<file path="config.mk">
export PLATFORM = sky130hd
export DESIGN_NAME = decode_stage
export DESIGN_NICKNAME = d
export VERILOG_FILES = /design/src/rtl/decode_pkg.sv /design/src/rtl/decode_imm_gen.sv /design/src/rtl/decode_stage.sv
export SDC_FILE = /design/constraint.sdc
export NUM_CORES = 1
export LEC_CHECK = 0
export BUFFER_PORTS_ARGS = -buffer_cell sky130_fd_sc_hd__buf_2
export CAP_MARGIN = 20
export CORE_AREA = 3 3 103 105
export CTS_CLUSTER_SIZE = 40
export DETAILED_ROUTE_END_ITERATION = 16
export DIE_AREA = 0 0 106 108
export PLACE_DENSITY = 0.84
export SKIP_CTS_REPAIR_TIMING = 1
export SLEW_MARGIN = 10
export SYNTH_ARGS = -nofsm -noshare
export SYNTH_HDL_FRONTEND = slang
export SYNTH_SLANG_ARGS = --single-unit
</file>
<file path="constraint.sdc">
create_clock -name clk -period 10.6 [get_ports clk]
set_input_delay 1.06 -clock clk [delete_from_list [all_inputs] [get_ports clk]]
set_output_delay 1.06 -clock clk [all_outputs]
set_load 0.05 [all_outputs]
</file>
<file path="src/rtl/decode_pkg.sv">
// Shared decode definitions: opcode constants, immediate formats and the
// opcode-to-format mapping used by the decode stage.
package decode_pkg;

    localparam logic [6:0] OP_IMM = 7'b0010011;
    localparam logic [6:0] JALR   = 7'b1100111;
    localparam logic [6:0] LOAD   = 7'b0000011;
    localparam logic [6:0] STORE  = 7'b0100011;
    localparam logic [6:0] BRANCH = 7'b1100011;
    localparam logic [6:0] AUIPC  = 7'b0010111;
    localparam logic [6:0] LUI    = 7'b0110111;
    localparam logic [6:0] JAL    = 7'b1101111;
    localparam logic [6:0] OP     = 7'b0110011;

    typedef enum logic [2:0] {
        FMT_I,
        FMT_S,
        FMT_B,
        FMT_U,
        FMT_J,
        FMT_R,
        FMT_ILL
    } imm_fmt_e;

    // Unknown opcodes map to FMT_ILL so the caller needs no separate legality table.
    function automatic imm_fmt_e opcode_fmt(input logic [6:0] opcode);
        imm_fmt_e fmt;
        case (opcode)
            OP_IMM, JALR, LOAD: fmt = FMT_I;
            STORE:              fmt = FMT_S;
            BRANCH:             fmt = FMT_B;
            AUIPC, LUI:         fmt = FMT_U;
            JAL:                fmt = FMT_J;
            OP:                 fmt = FMT_R;
            default:            fmt = FMT_ILL;
        endcase
        return fmt;
    endfunction

endpackage

</file>
<file path="src/rtl/decode_imm_gen.sv">
// Combinational immediate generator and register-usage decode for one
// 32-bit instruction word. The immediate is formed as a signed 32-bit value
// and then sign-extended to XLEN, so XLEN = 64 needs no extra cases.
module decode_imm_gen
    import decode_pkg::*;
#(
    parameter int XLEN           = 32,
    parameter bit ZERO_EXT_SHAMT = 1'b1
) (
    input  logic [31:0]     instr,
    output logic [XLEN-1:0] imm,
    output logic            uses_rs1,
    output logic            uses_rs2,
    output logic            is_load,
    output logic            illegal
);

    imm_fmt_e          fmt;
    logic signed [31:0] imm32;
    logic              shamt_zext;

    // Widen a 32-bit signed immediate to the datapath width.
    function automatic logic [XLEN-1:0] sext_to_xlen(input logic signed [31:0] v);
        return XLEN'(v);
    endfunction

    assign fmt        = (instr[1:0] != 2'b11) ? FMT_ILL : opcode_fmt(instr[6:0]);
    // Shift-immediate forms (func3 001/101) carry a shift amount, not a signed constant.
    assign shamt_zext = ZERO_EXT_SHAMT && (instr[6:0] == OP_IMM) && (instr[13:12] == 2'b01);

    // Per-format immediate assembly and operand usage; illegal encodings decode to all zeros.
    always_comb begin
        imm32    = '0;
        uses_rs1 = 1'b0;
        uses_rs2 = 1'b0;
        is_load  = 1'b0;
        illegal  = 1'b0;
        case (fmt)
            FMT_I: begin
                imm32    = shamt_zext ? {20'b0, instr[31:20]} : {{20{instr[31]}}, instr[31:20]};
                uses_rs1 = 1'b1;
                is_load  = (instr[6:0] == LOAD);
            end
            FMT_S: begin
                imm32    = {{20{instr[31]}}, instr[31:25], instr[11:7]};
                uses_rs1 = 1'b1;
                uses_rs2 = 1'b1;
            end
            FMT_B: begin
                imm32    = {{19{instr[31]}}, instr[31], instr[7], instr[30:25], instr[11:8], 1'b0};
                uses_rs1 = 1'b1;
                uses_rs2 = 1'b1;
            end
            FMT_U: begin
                imm32 = {instr[31:12], 12'b0};
            end
            FMT_J: begin
                imm32 = {{11{instr[31]}}, instr[31], instr[19:12], instr[20], instr[30:21], 1'b0};
            end
            FMT_R: begin
                uses_rs1 = 1'b1;
                uses_rs2 = 1'b1;
            end
            default: begin
                illegal = 1'b1;
            end
        endcase
    end

    assign imm = sext_to_xlen(imm32);

endmodule

</file>
<file path="src/rtl/decode_stage.sv">
// Pipelined decode stage: valid/ready intake from fetch, one register stage
// toward execute, load-use bubble insertion, flush and a saturating bubble
// counter.
module decode_stage
    import decode_pkg::*;
#(
    parameter int XLEN           = 32,
    parameter bit ZERO_EXT_SHAMT = 1'b1,
    parameter int BUBBLE_CNT_W   = 16
) (
    input  logic                    clk,
    input  logic                    reset,
    input  logic                    flush,
    input  logic                    in_valid,
    output logic                    in_ready,
    input  logic [31:0]             in_instr,
    input  logic [XLEN-1:0]         in_pc,
    output logic                    out_valid,
    input  logic                    out_ready,
    output logic [6:0]              out_opcode,
    output logic [2:0]              out_func3,
    output logic [6:0]              out_func7,
    output logic [4:0]              out_rd,
    output logic [4:0]              out_rs1,
    output logic [4:0]              out_rs2,
    output logic [XLEN-1:0]         out_imm,
    output logic [XLEN-1:0]         out_pc,
    output logic                    out_uses_rs1,
    output logic                    out_uses_rs2,
    output logic                    out_is_load,
    output logic                    out_illegal,
    output logic [BUBBLE_CNT_W-1:0] bubble_count
);

    logic [XLEN-1:0] dec_imm;
    logic            dec_uses_rs1;
    logic            dec_uses_rs2;
    logic            dec_is_load;
    logic            dec_illegal;
    logic [4:0]      dec_rs1;
    logic [4:0]      dec_rs2;
    logic            hazard;
    logic            accept;
    logic            bubble;

    logic                    vld_p1;
    logic [6:0]              opcode_p1;
    logic [2:0]              func3_p1;
    logic [6:0]              func7_p1;
    logic [4:0]              rd_p1;
    logic [4:0]              rs1_p1;
    logic [4:0]              rs2_p1;
    logic [XLEN-1:0]         imm_p1;
    logic [XLEN-1:0]         pc_p1;
    logic                    uses_rs1_p1;
    logic                    uses_rs2_p1;
    logic                    is_load_p1;
    logic                    illegal_p1;
    logic [BUBBLE_CNT_W-1:0] bubble_cnt_p1;

    // Counter stops at all ones instead of wrapping.
    function automatic logic [BUBBLE_CNT_W-1:0] sat_inc(input logic [BUBBLE_CNT_W-1:0] c);
        return (&c) ? c : c + 1'b1;
    endfunction

    decode_imm_gen #(
        .XLEN           (XLEN),
        .ZERO_EXT_SHAMT (ZERO_EXT_SHAMT)
    ) u_imm_gen (
        .instr    (in_instr),
        .imm      (dec_imm),
        .uses_rs1 (dec_uses_rs1),
        .uses_rs2 (dec_uses_rs2),
        .is_load  (dec_is_load),
        .illegal  (dec_illegal)
    );

    assign dec_rs1 = in_instr[19:15];
    assign dec_rs2 = in_instr[24:20];

    // A held load whose result the incoming instruction needs; x0 is never a real dependency.
    assign hazard = vld_p1 && is_load_p1 && (rd_p1 != 5'd0) &&
                    ((dec_uses_rs1 && (dec_rs1 == rd_p1)) ||
                     (dec_uses_rs2 && (dec_rs2 == rd_p1)));

    assign in_ready = (!vld_p1 || out_ready) && !hazard && !flush;
    assign accept   = in_valid && in_ready;
    assign bubble   = hazard && in_valid && out_ready && !flush;

    // ---- stage p0 -> p1: decoded bundle register toward execute ----
    // Flush wins over everything; otherwise load on accept, drop valid on a bare consume.
    always_ff @(posedge clk or posedge reset) begin
        if (reset) begin
            vld_p1      <= 1'b0;
            opcode_p1   <= '0;
            func3_p1    <= '0;
            func7_p1    <= '0;
            rd_p1       <= '0;
            rs1_p1      <= '0;
            rs2_p1      <= '0;
            imm_p1      <= '0;
            pc_p1       <= '0;
            uses_rs1_p1 <= 1'b0;
            uses_rs2_p1 <= 1'b0;
            is_load_p1  <= 1'b0;
            illegal_p1  <= 1'b0;
        end else if (flush) begin
            vld_p1 <= 1'b0;
        end else if (accept) begin
            vld_p1      <= 1'b1;
            opcode_p1   <= in_instr[6:0];
            func3_p1    <= in_instr[14:12];
            func7_p1    <= in_instr[31:25];
            rd_p1       <= in_instr[11:7];
            rs1_p1      <= dec_rs1;
            rs2_p1      <= dec_rs2;
            imm_p1      <= dec_imm;
            pc_p1       <= in_pc;
            uses_rs1_p1 <= dec_uses_rs1;
            uses_rs2_p1 <= dec_uses_rs2;
            is_load_p1  <= dec_is_load;
            illegal_p1  <= dec_illegal;
        end else if (vld_p1 && out_ready) begin
            vld_p1 <= 1'b0;
        end
    end

    // Count each cycle the load-use interlock turns a consume into a bubble.
    always_ff @(posedge clk or posedge reset) begin
        if (reset) begin
            bubble_cnt_p1 <= '0;
        end else if (bubble) begin
            bubble_cnt_p1 <= sat_inc(bubble_cnt_p1);
        end
    end

    assign out_valid    = vld_p1;
    assign out_opcode   = opcode_p1;
    assign out_func3    = func3_p1;
    assign out_func7    = func7_p1;
    assign out_rd       = rd_p1;
    assign out_rs1      = rs1_p1;
    assign out_rs2      = rs2_p1;
    assign out_imm      = imm_p1;
    assign out_pc       = pc_p1;
    assign out_uses_rs1 = uses_rs1_p1;
    assign out_uses_rs2 = uses_rs2_p1;
    assign out_is_load  = is_load_p1;
    assign out_illegal  = illegal_p1;
    assign bubble_count = bubble_cnt_p1;

endmodule

</file>
==> tab_implementation.tex, run 1 <==
\begin{tabular}{lr}
\hline
Metric & Value \\
\hline
\multicolumn{2}{l}{\textbf{Yosys}} \\
\quad Share of the synthesized area in the top cell type & 55.7\% \\
\quad Unique masters post-synth & 45 \\
\quad Cell area after synthesis & 5260 um2 \\
\quad Post-synth EDFFs & 0 \\
\quad Library cell with the highest instance count after synthesis & dfrtp\_1 \\
\quad Dominant register cell in the synthesized netlist & dfrtp\_1 \\
\quad Top post-synthesis cells by count & dfrtp\_1 (117), mux2\_1 (64), inv\_1 (31) \\
\quad Average size of a mapped cell & 12.5 um2 \\
\quad Number of warnings issued by yosys & 0 \\
\quad Synthesized flop and latch total & 117 \\
\quad Post-Syn Instances & 420 \\
\quad Top cell type by total area after synthesis & dfrtp\_1 \\
\quad Total nets after synthesis & 490 \\
\quad Async set-or-reset flop fraction in the synthesized netlist & 100\% \\
\quad Portion of the post-synthesis area used by sequential elements & 55.7\% \\
\quad Top area cells in the synthesized netlist & dfrtp\_1 (56\%), mux2\_1 (14\%), mux2i\_1 (5.3\%) \\
\multicolumn{2}{l}{\textbf{Timing}} \\
\quad Period minus WS final & 3.73 ns \\
\quad Worst Skew & 0.00693 ns \\
\quad Least-Margin Pin Slew & 1.01 ns \\
\quad Setup violations, final & 0 \\
\quad Achievable frequency & 268 MHz \\
\quad Post-route clock period utilization & 35.2\% \\
\quad Pins Over Slew Limit & 0 \\
\quad Post-layout worst setup margin & 6.87 ns \\
\quad Unrepaired setup endpoints after global routing & no \\
\quad Normalized max-slew margin & 33.0\% \\
\quad Final Hold Viols & 0 \\
\quad Sum Neg Setup Slack & 0 ns \\
\multicolumn{2}{l}{\textbf{Critical path}} \\
\quad Worst reg2reg path startpoint & out\_rd[1] \\
\quad R2R depth & 6 \\
\quad Worst setup SP type & primary input \\
\quad Worst Path Class, Setup & in -> out \\
\quad CP delay by family, top & compound AO/OA/AOI/OAI gates \\
\quad Required @ worst endpoint & 9.54 ns \\
\quad CP max FO & 7 \\
\quad Crit path buffers/inverters & 2 \\
\quad R2r endpoint & out\_func7[6] \\
\quad CP Data Arrival Time & 2.67 ns \\
\quad Crit-path cells & buf\_2, nand3b\_1, a211oi\_2, nand3\_1, a21oi\_1, nor3\_1, buf\_2 \\
\quad Slack of the worst reg-to-reg path & 7.58 ns \\
\quad Maximum single-stage delay on the critical path & 0.39 ns \\
\quad Cell mode on critical path & buf\_2 \\
\quad Setup crit start & in\_instr[3] \\
\quad Crit path max-delay cell type & a211oi\_2 \\
\quad Kind of end point of the critical path & output port \\
\multicolumn{2}{l}{\textbf{GRT}} \\
\quad Maximum number of pins on one net before global-route repair & 77 \\
\quad Via count of the first global-routing pass & 4046 \\
\quad Antenna violations before repair & 0 \\
\quad First-pass GRT wire length & 19800 um \\
\quad Global Route Usage Sum & 22.2\% \\
\quad Total overflow reported by the global router & 0 \\
\multicolumn{2}{l}{\textbf{Final layout}} \\
\quad Area overhead of the layout relative to synthesis & 30.8\% \\
\quad Antenna diodes & 0 \\
\quad Fraction of final layout cells with drive strength greater than 1 & 37.8\% \\
\quad Final layout net count & 679 \\
\quad Final core utilization & 70.7\% \\
\quad Post-route non-filler standard cell count & 754 \\
\multicolumn{2}{l}{\textbf{Clock network}} \\
\quad Clock transition at the register clock pins on the worst setup and hold paths after CTS & 0.05 ns \\
\quad Clock Sinks & 117 \\
\quad Clock insertion delay at the later pin of the skew report & 0.51 ns \\
\quad Clock tree from TritonCTS & done \\
\quad Clock Tree Buf Depth & 2 \\
\quad TritonCTS Buffers & 17 \\
\quad Clock Root Buffer & clkbuf\_8 \\
\quad Total number of H-tree levels & 4 \\
\multicolumn{2}{l}{\textbf{Die}} \\
\quad Boundary pin count & 187 \\
\quad Die ar. & 11400 um2 \\
\quad Floorplan Core Area & 9730 um2 \\
\quad Chip height & 108 um \\
\quad Die W & 106 um \\
\quad Placement Rows & 36 \\
\quad Starting density of the core & 54.0\% \\
\multicolumn{2}{l}{\textbf{Drt}} \\
\quad DRC & 0 \\
\quad Detail Route Antenna Nets & 0 \\
\quad Vias & 4015 \\
\quad Wire length after detailed routing & 12600 um \\
\quad Routed length per placed instance & 16.7 um \\
\quad Iteration-0 DRC Markers & 187 \\
\quad Vias per cell & 5.32 \\
\quad Count of TritonRoute iterations in the first routing pass & 4 \\
\multicolumn{2}{l}{\textbf{Min path}} \\
\quad Hold Path Class & reg -> reg \\
\quad Launch instance of the worst min-delay path & out\_pc[5] \\
\quad Worst-case hold path end point & out\_pc[5] \\
\quad Hold Crit Depth & 1 \\
\multicolumn{2}{l}{\textbf{Power and ir drop}} \\
\quad Maximum vdd ir drop & 0.000119 V \\
\quad P\_leak & 3.38 nW \\
\quad Overall power of the completed layout & 1.47 mW \\
\quad Ratio of total power to cell area & 213 nW/um2 \\
\multicolumn{2}{l}{\textbf{Placement}} \\
\quad Dpl ws & 6.89 ns \\
\quad Number of buffers added on ports & 186 \\
\quad Placed wire-length estimate & 9210 um \\
\quad Global placement routability congestion & 0.835 \\
\quad Total placed cells including tap cells & 723 \\
\multicolumn{2}{l}{\textbf{Outcome}} \\
\quad Run status & finished, final reports clean \\
\multicolumn{2}{l}{\textbf{Job}} \\
\quad Number of maximum-capacitance violations & 0 \\
\hline
\end{tabular}
[flip-flops by register name, indices dropped and copies added, names as in the netlist]
name and cells:
bubble_count 16, out_is_load 1, out_imm 32, out_uses_rs2 1
out_func3 3, out_opcode 7, out_rs2 5, out_pc 32
out_illegal 1, out_valid 1, out_rd 5, out_uses_rs1 1
out_rs1 5, out_func7 7
[cell families after synthesis]
family                     Yosys count  share of synthesized area [%]
AOI/OAI and AO/OA                   46                           5.66
and+or+nand+nor                     78                           8.07
muxes                              103                           21.4
xor gates and xnor gates            24                           4.00
DFF                                117                           55.7
adders and majority gates            1                          0.238
buffers and inverters               51                           4.95
[report_power, final]
| part | switching (mW) | internal [mW] | total (mW) |
|---|---|---|---|
| sequential | 0.0268 | 0.496 | 0.523 |
| clock | 0.190 | 0.415 | 0.605 |
| combinational | 0.253 | 0.0851 | 0.338 |
| total | 0.471 | 0.996 | 1.47 |
[metrics by stage]
| step | instance area (um2) | hold WS (ns) |
|---|---|---|
| CTS | 6880 | 0.481 |
| global placement | 6250 | 0.463 |
| finish | 6880 | 0.480 |
| detailed placement | 6250 | 0.469 |
| floorplan | 5260 | 0.750 |
| global route | 6880 | 0.492 |
[cells in the final DEF, fill, tap and decap left out, types with 2 or more instances in the layout]
cell type / synthesis / routed
nor2b_1: 5 / 5
a21o_1: 2 / 2
buf_2: 1 / 186
dfrtp_1: 117 / 117
and2_1: 2 / 2
buf_4: 4 / 4
nor3_1: 7 / 7
clkbuf_8: 0 / 3
bufinv_16: 0 / 5
nand3b_1: 5 / 5
clkbuf_16: 0 / 16
mux2_1: 64 / 64
xnor2_1: 15 / 15
mux2i_1: 28 / 28
xor2_1: 9 / 9
clkbuf_1: 7 / 2
nand3_1: 8 / 8
nand4_1: 10 / 10
mux2_2: 11 / 11
nor2_1: 10 / 10
o21ai_0: 5 / 5
clkinv_2: 0 / 4
a22o_1: 4 / 4
inv_1: 31 / 30
a211oi_2: 2 / 2
and3_1: 4 / 4
a21oi_1: 24 / 24
nand2_1: 18 / 18
[worst max-delay path by stage]
| stage | slack, ns | endpoint | cells after the start |
|---|---|---|---|
| detailed placement | 6.89 | in_ready | 7 |
| finish | 6.87 | in_ready | 7 |
| floorplan | 6.44 | bubble_count[0] | 1 |
| global route | 6.86 | in_ready | 7 |
| CTS | 6.89 | in_ready | 7 |
| global placement | 6.91 | in_ready | 7 |
[layer usage]
layer | global-route usage, % | part of all wire (%)
met2 | 36.9 | 49
met3 | 7.10 | 8.0
met1 | 26.9 | 41
met4 | 9.81 | 2.4
met5 | 0 | 0
[layout make-up]
cell class	count	area, um2
flip-flops and latches	117	2930
fillers	721	2850
multi-input cells	252	2080
repair buffers	190	961
clock buffers	21	449
clock inverters	10	178
well taps	133	166
inverters	31	119
Power figures use the tool's default switching activity.
==> inputs of run 2 (changes only) <==
- CORE_AREA: 3 3 103 105 -> 3 3 113 115
- DIE_AREA: 0 0 106 108 -> 0 0 116 118
- PLACE_DENSITY: 0.84 -> 0.75
- clock period: 10.6 -> 3.4 ns (I/O delays scaled with it)
==> tab_implementation.tex, run 2 (synthesized netlist as in run 1, its figures left out) <==
\begin{tabular}{lr}
\hline
Metric & Value \\
\hline
\multicolumn{2}{l}{\textbf{Outcome}} \\
\quad Run status & finished, final reports clean \\
\multicolumn{2}{l}{\textbf{Drt}} \\
\quad Vias & 3937 (-1.9\%) \\
\quad Wire length after detailed routing & 12700 um (+1.5\%) \\
\quad DRC & 0 (unchanged) \\
\quad Routed length per placed instance & 16.5 um (-0.89\%) \\
\quad Iteration-0 DRC Markers & 224 (+20\%) \\
\quad Vias per cell & 5.10 (-4.2\%) \\
\quad Count of TritonRoute iterations in the first routing pass & 4 (unchanged) \\
\quad Detail Route Antenna Nets & 0 (unchanged) \\
\multicolumn{2}{l}{\textbf{GRT}} \\
\quad Total overflow reported by the global router & 0 (unchanged) \\
\quad First-pass GRT wire length & 20400 um (+3.2\%) \\
\quad Maximum number of pins on one net before global-route repair & 80 (+3.9\%) \\
\quad Global Route Usage Sum & 19.2\% (-3.1 points) \\
\quad Via count of the first global-routing pass & 4007 (-0.96\%) \\
\quad Antenna violations before repair & 1 (+1) \\
\multicolumn{2}{l}{\textbf{Timing}} \\
\quad Worst Skew & 0.00847 ns (+0.00154 ns) \\
\quad Period minus WS final & 2.63 ns \\
\quad Post-route clock period utilization & 77.2\% \\
\quad Pins Over Slew Limit & 0 (unchanged) \\
\quad Least-Margin Pin Slew & 0.837 ns (-0.168 ns) \\
\quad Sum Neg Setup Slack & 0 ns (unchanged) \\
\quad Achievable frequency & 381 MHz \\
\quad Final Hold Viols & 0 (unchanged) \\
\quad Unrepaired setup endpoints after global routing & no \\
\quad Normalized max-slew margin & 44.1\% (+11 points) \\
\quad Setup violations, final & 0 (unchanged) \\
\multicolumn{2}{l}{\textbf{Power and ir drop}} \\
\quad Relative contribution of combinational cells to total power & 25.0\% (+1.9 points) \\
\quad Cell internal power dissipation & 2.81 mW (+180\%) \\
\quad P\_leak & 3.36 nW (-0.63\%) \\
\quad Clock network fraction of total power & 36.5\% (-4.8 points) \\
\quad Switching part of the total power & 33.8\% (+1.7 points) \\
\quad Maximum vdd ir drop & 0.000353 V (+200\%) \\
\quad Sequential Power Share & 38.5\% (+2.8 points) \\
\quad Switching component of the power & 1.43 mW (+200\%) \\
\quad Ratio of total power to cell area & 619 nW/um2 (+190\%) \\
\multicolumn{2}{l}{\textbf{Critical path}} \\
\quad Crit-path cells & or4\_1, o211ai\_2, a21oi\_1, nor4b\_4, buf\_4, mux2\_1 \\
\quad Worst setup SP type & flop \\
\quad Maximum single-stage delay on the critical path & 0.56 ns (+0.17 ns) \\
\quad Worst Path Class, Setup & reg -> reg \\
\quad Kind of end point of the critical path & flop \\
\quad Crit path max-delay cell type & or4\_1 \\
\quad CP Data Arrival Time & 2.90 ns (+0.23 ns) \\
\quad Required @ worst endpoint & 3.67 ns (-5.87 ns) \\
\quad CP max FO & 29 (+22) \\
\multicolumn{2}{l}{\textbf{Min path}} \\
\quad Hold Path Class & in -> async \\
\multicolumn{2}{l}{\textbf{Final layout}} \\
\quad Final layout net count & 684 (+0.74\%) \\
\quad Commonest non-fill, non-tap cell in the layout & buf\_2 \\
\quad Post-route non-filler standard cell count & 772 (+2.4\%) \\
\quad Leading cell types in the layout, fill and taps excluded & buf\_2 (186), dfrtp\_1 (117), mux2\_1 (64), inv\_1 (30), mux2i\_1 (28) \\
\quad Area overhead of the layout relative to synthesis & 30.4\% \\
\quad Fraction of final layout cells with drive strength greater than 1 & 37.8\% (-0.082 points) \\
\quad Antenna diodes & 0 (unchanged) \\
\multicolumn{2}{l}{\textbf{Placement}} \\
\quad Global placement routability congestion & 0.838 (+0.37\%) \\
\quad Total placed cells including tap cells & 742 (+2.6\%) \\
\quad Number of buffers added on ports & 186 (unchanged) \\
\quad Placed wire-length estimate & 9510 um (+3.2\%) \\
\multicolumn{2}{l}{\textbf{Clock network}} \\
\quad Total number of H-tree levels & 4 (unchanged) \\
\quad Clock Tree Buf Depth & 2 (unchanged) \\
\quad TritonCTS Buffers & 17 (unchanged) \\
\quad Clock Root Buffer & clkbuf\_16 \\
\quad Clock tree from TritonCTS & done \\
\quad Clock insertion delay at the later pin of the skew report & 0.40 ns (-0.11 ns) \\
\quad Clock Sinks & 117 (unchanged) \\
\quad Clock transition at the register clock pins on the worst setup and hold paths after CTS & 0.05 ns (about the same) \\
\multicolumn{2}{l}{\textbf{Die}} \\
\quad Boundary pin count & 187 (unchanged) \\
\quad Die W & 116 um (+9.4\%) \\
\quad Chip height & 118 um (+9.3\%) \\
\quad Die ar. & 13700 um2 (+20\%) \\
\quad Floorplan Core Area & 11900 um2 (+22\%) \\
\quad Starting density of the core & 44.1\% (-9.9 points) \\
\quad Placement Rows & 40 (+11\%) \\
\multicolumn{2}{l}{\textbf{Job}} \\
\quad Number of maximum-capacitance violations & 0 (unchanged) \\
\hline
\end{tabular}
## run 2: cell count changes in the layout (fill, tap and decap cells not counted), sizes merged
cell and delta:
buf +5, bufinv -5, clkbuf +5, clkinv -1
clkinvlp +1, inv -1
## run 2: final cells by class
cell class	count	area, um2
clock inverters	4	22.5
repair buffers	195	1020
multi-input cells	252	2080
clock buffers	26	499
inverters	31	120
well taps	147	184
fillers	1004	5060
flip-flops and latches	117	2930
## run 2: path summary, 6_finish.rpt
path,from,endpoint,slack [ns],cells past startpoint
min reg2reg,out_opcode[1],out_opcode[1],0.48,1
max,out_rd[1],out_pc[15],0.77,6
max reg2reg,out_rd[1],out_pc[15],0.77,6
max in group asynchronous,reset,out_imm[30],2.43,3
min in group clk,in_pc[2],out_pc[2],0.15,2
min,reset,out_pc[1],0.09,2
## run 2: critical path: cells and delay by family (launching register included)
| kind | cells | cell delay, ns |
|---|---|---|
| multiplexers | 1 | 0.37 |
| buffers and inverters | 1 | 0.42 |
| AND/OR/NAND/NOR | 2 | 0.93 |
| AO/OA/AOI/OAI | 2 | 0.34 |
| flip-flops | 1 | 0.43 |
## run 2: per-layer routing
metal | track usage, % | up-vias | part of all wire [%]
met5 | 0 | - | 0.10
met4 | 6.96 | 2 | 1.5
met3 | 7.81 | 20 | 8.5
met2 | 29.9 | 158 | 47
met1 | 23.9 | 1899 | 43
li1 | - | 1858 | -
## run 2: power groups by stage
stage	logic (mW)	clock network (mW)	registers (mW)
detailed placement	1.07	0	1.65
CTS	1.07	1.59	1.63
finish	1.06	1.55	1.63
floorplan	0.242	0	2.19
global placement	1.05	0	1.64
global route	1.12	1.66	1.65
## run 2: through the flow
step	area, um2	setup WS [ns]	hold slack [ns]	util [%]	power [mW]
finish	6860	0.774	0.0905	57.6	4.24
global route	6860	0.643	0.130	57.6	4.43
CTS	6860	0.742	0.113	57.6	4.30
detailed placement	6330	0.754	0.470	53.2	2.72
global placement	6330	0.868	0.462	53.2	2.70
floorplan	5260	0.550	0.475	-	2.44
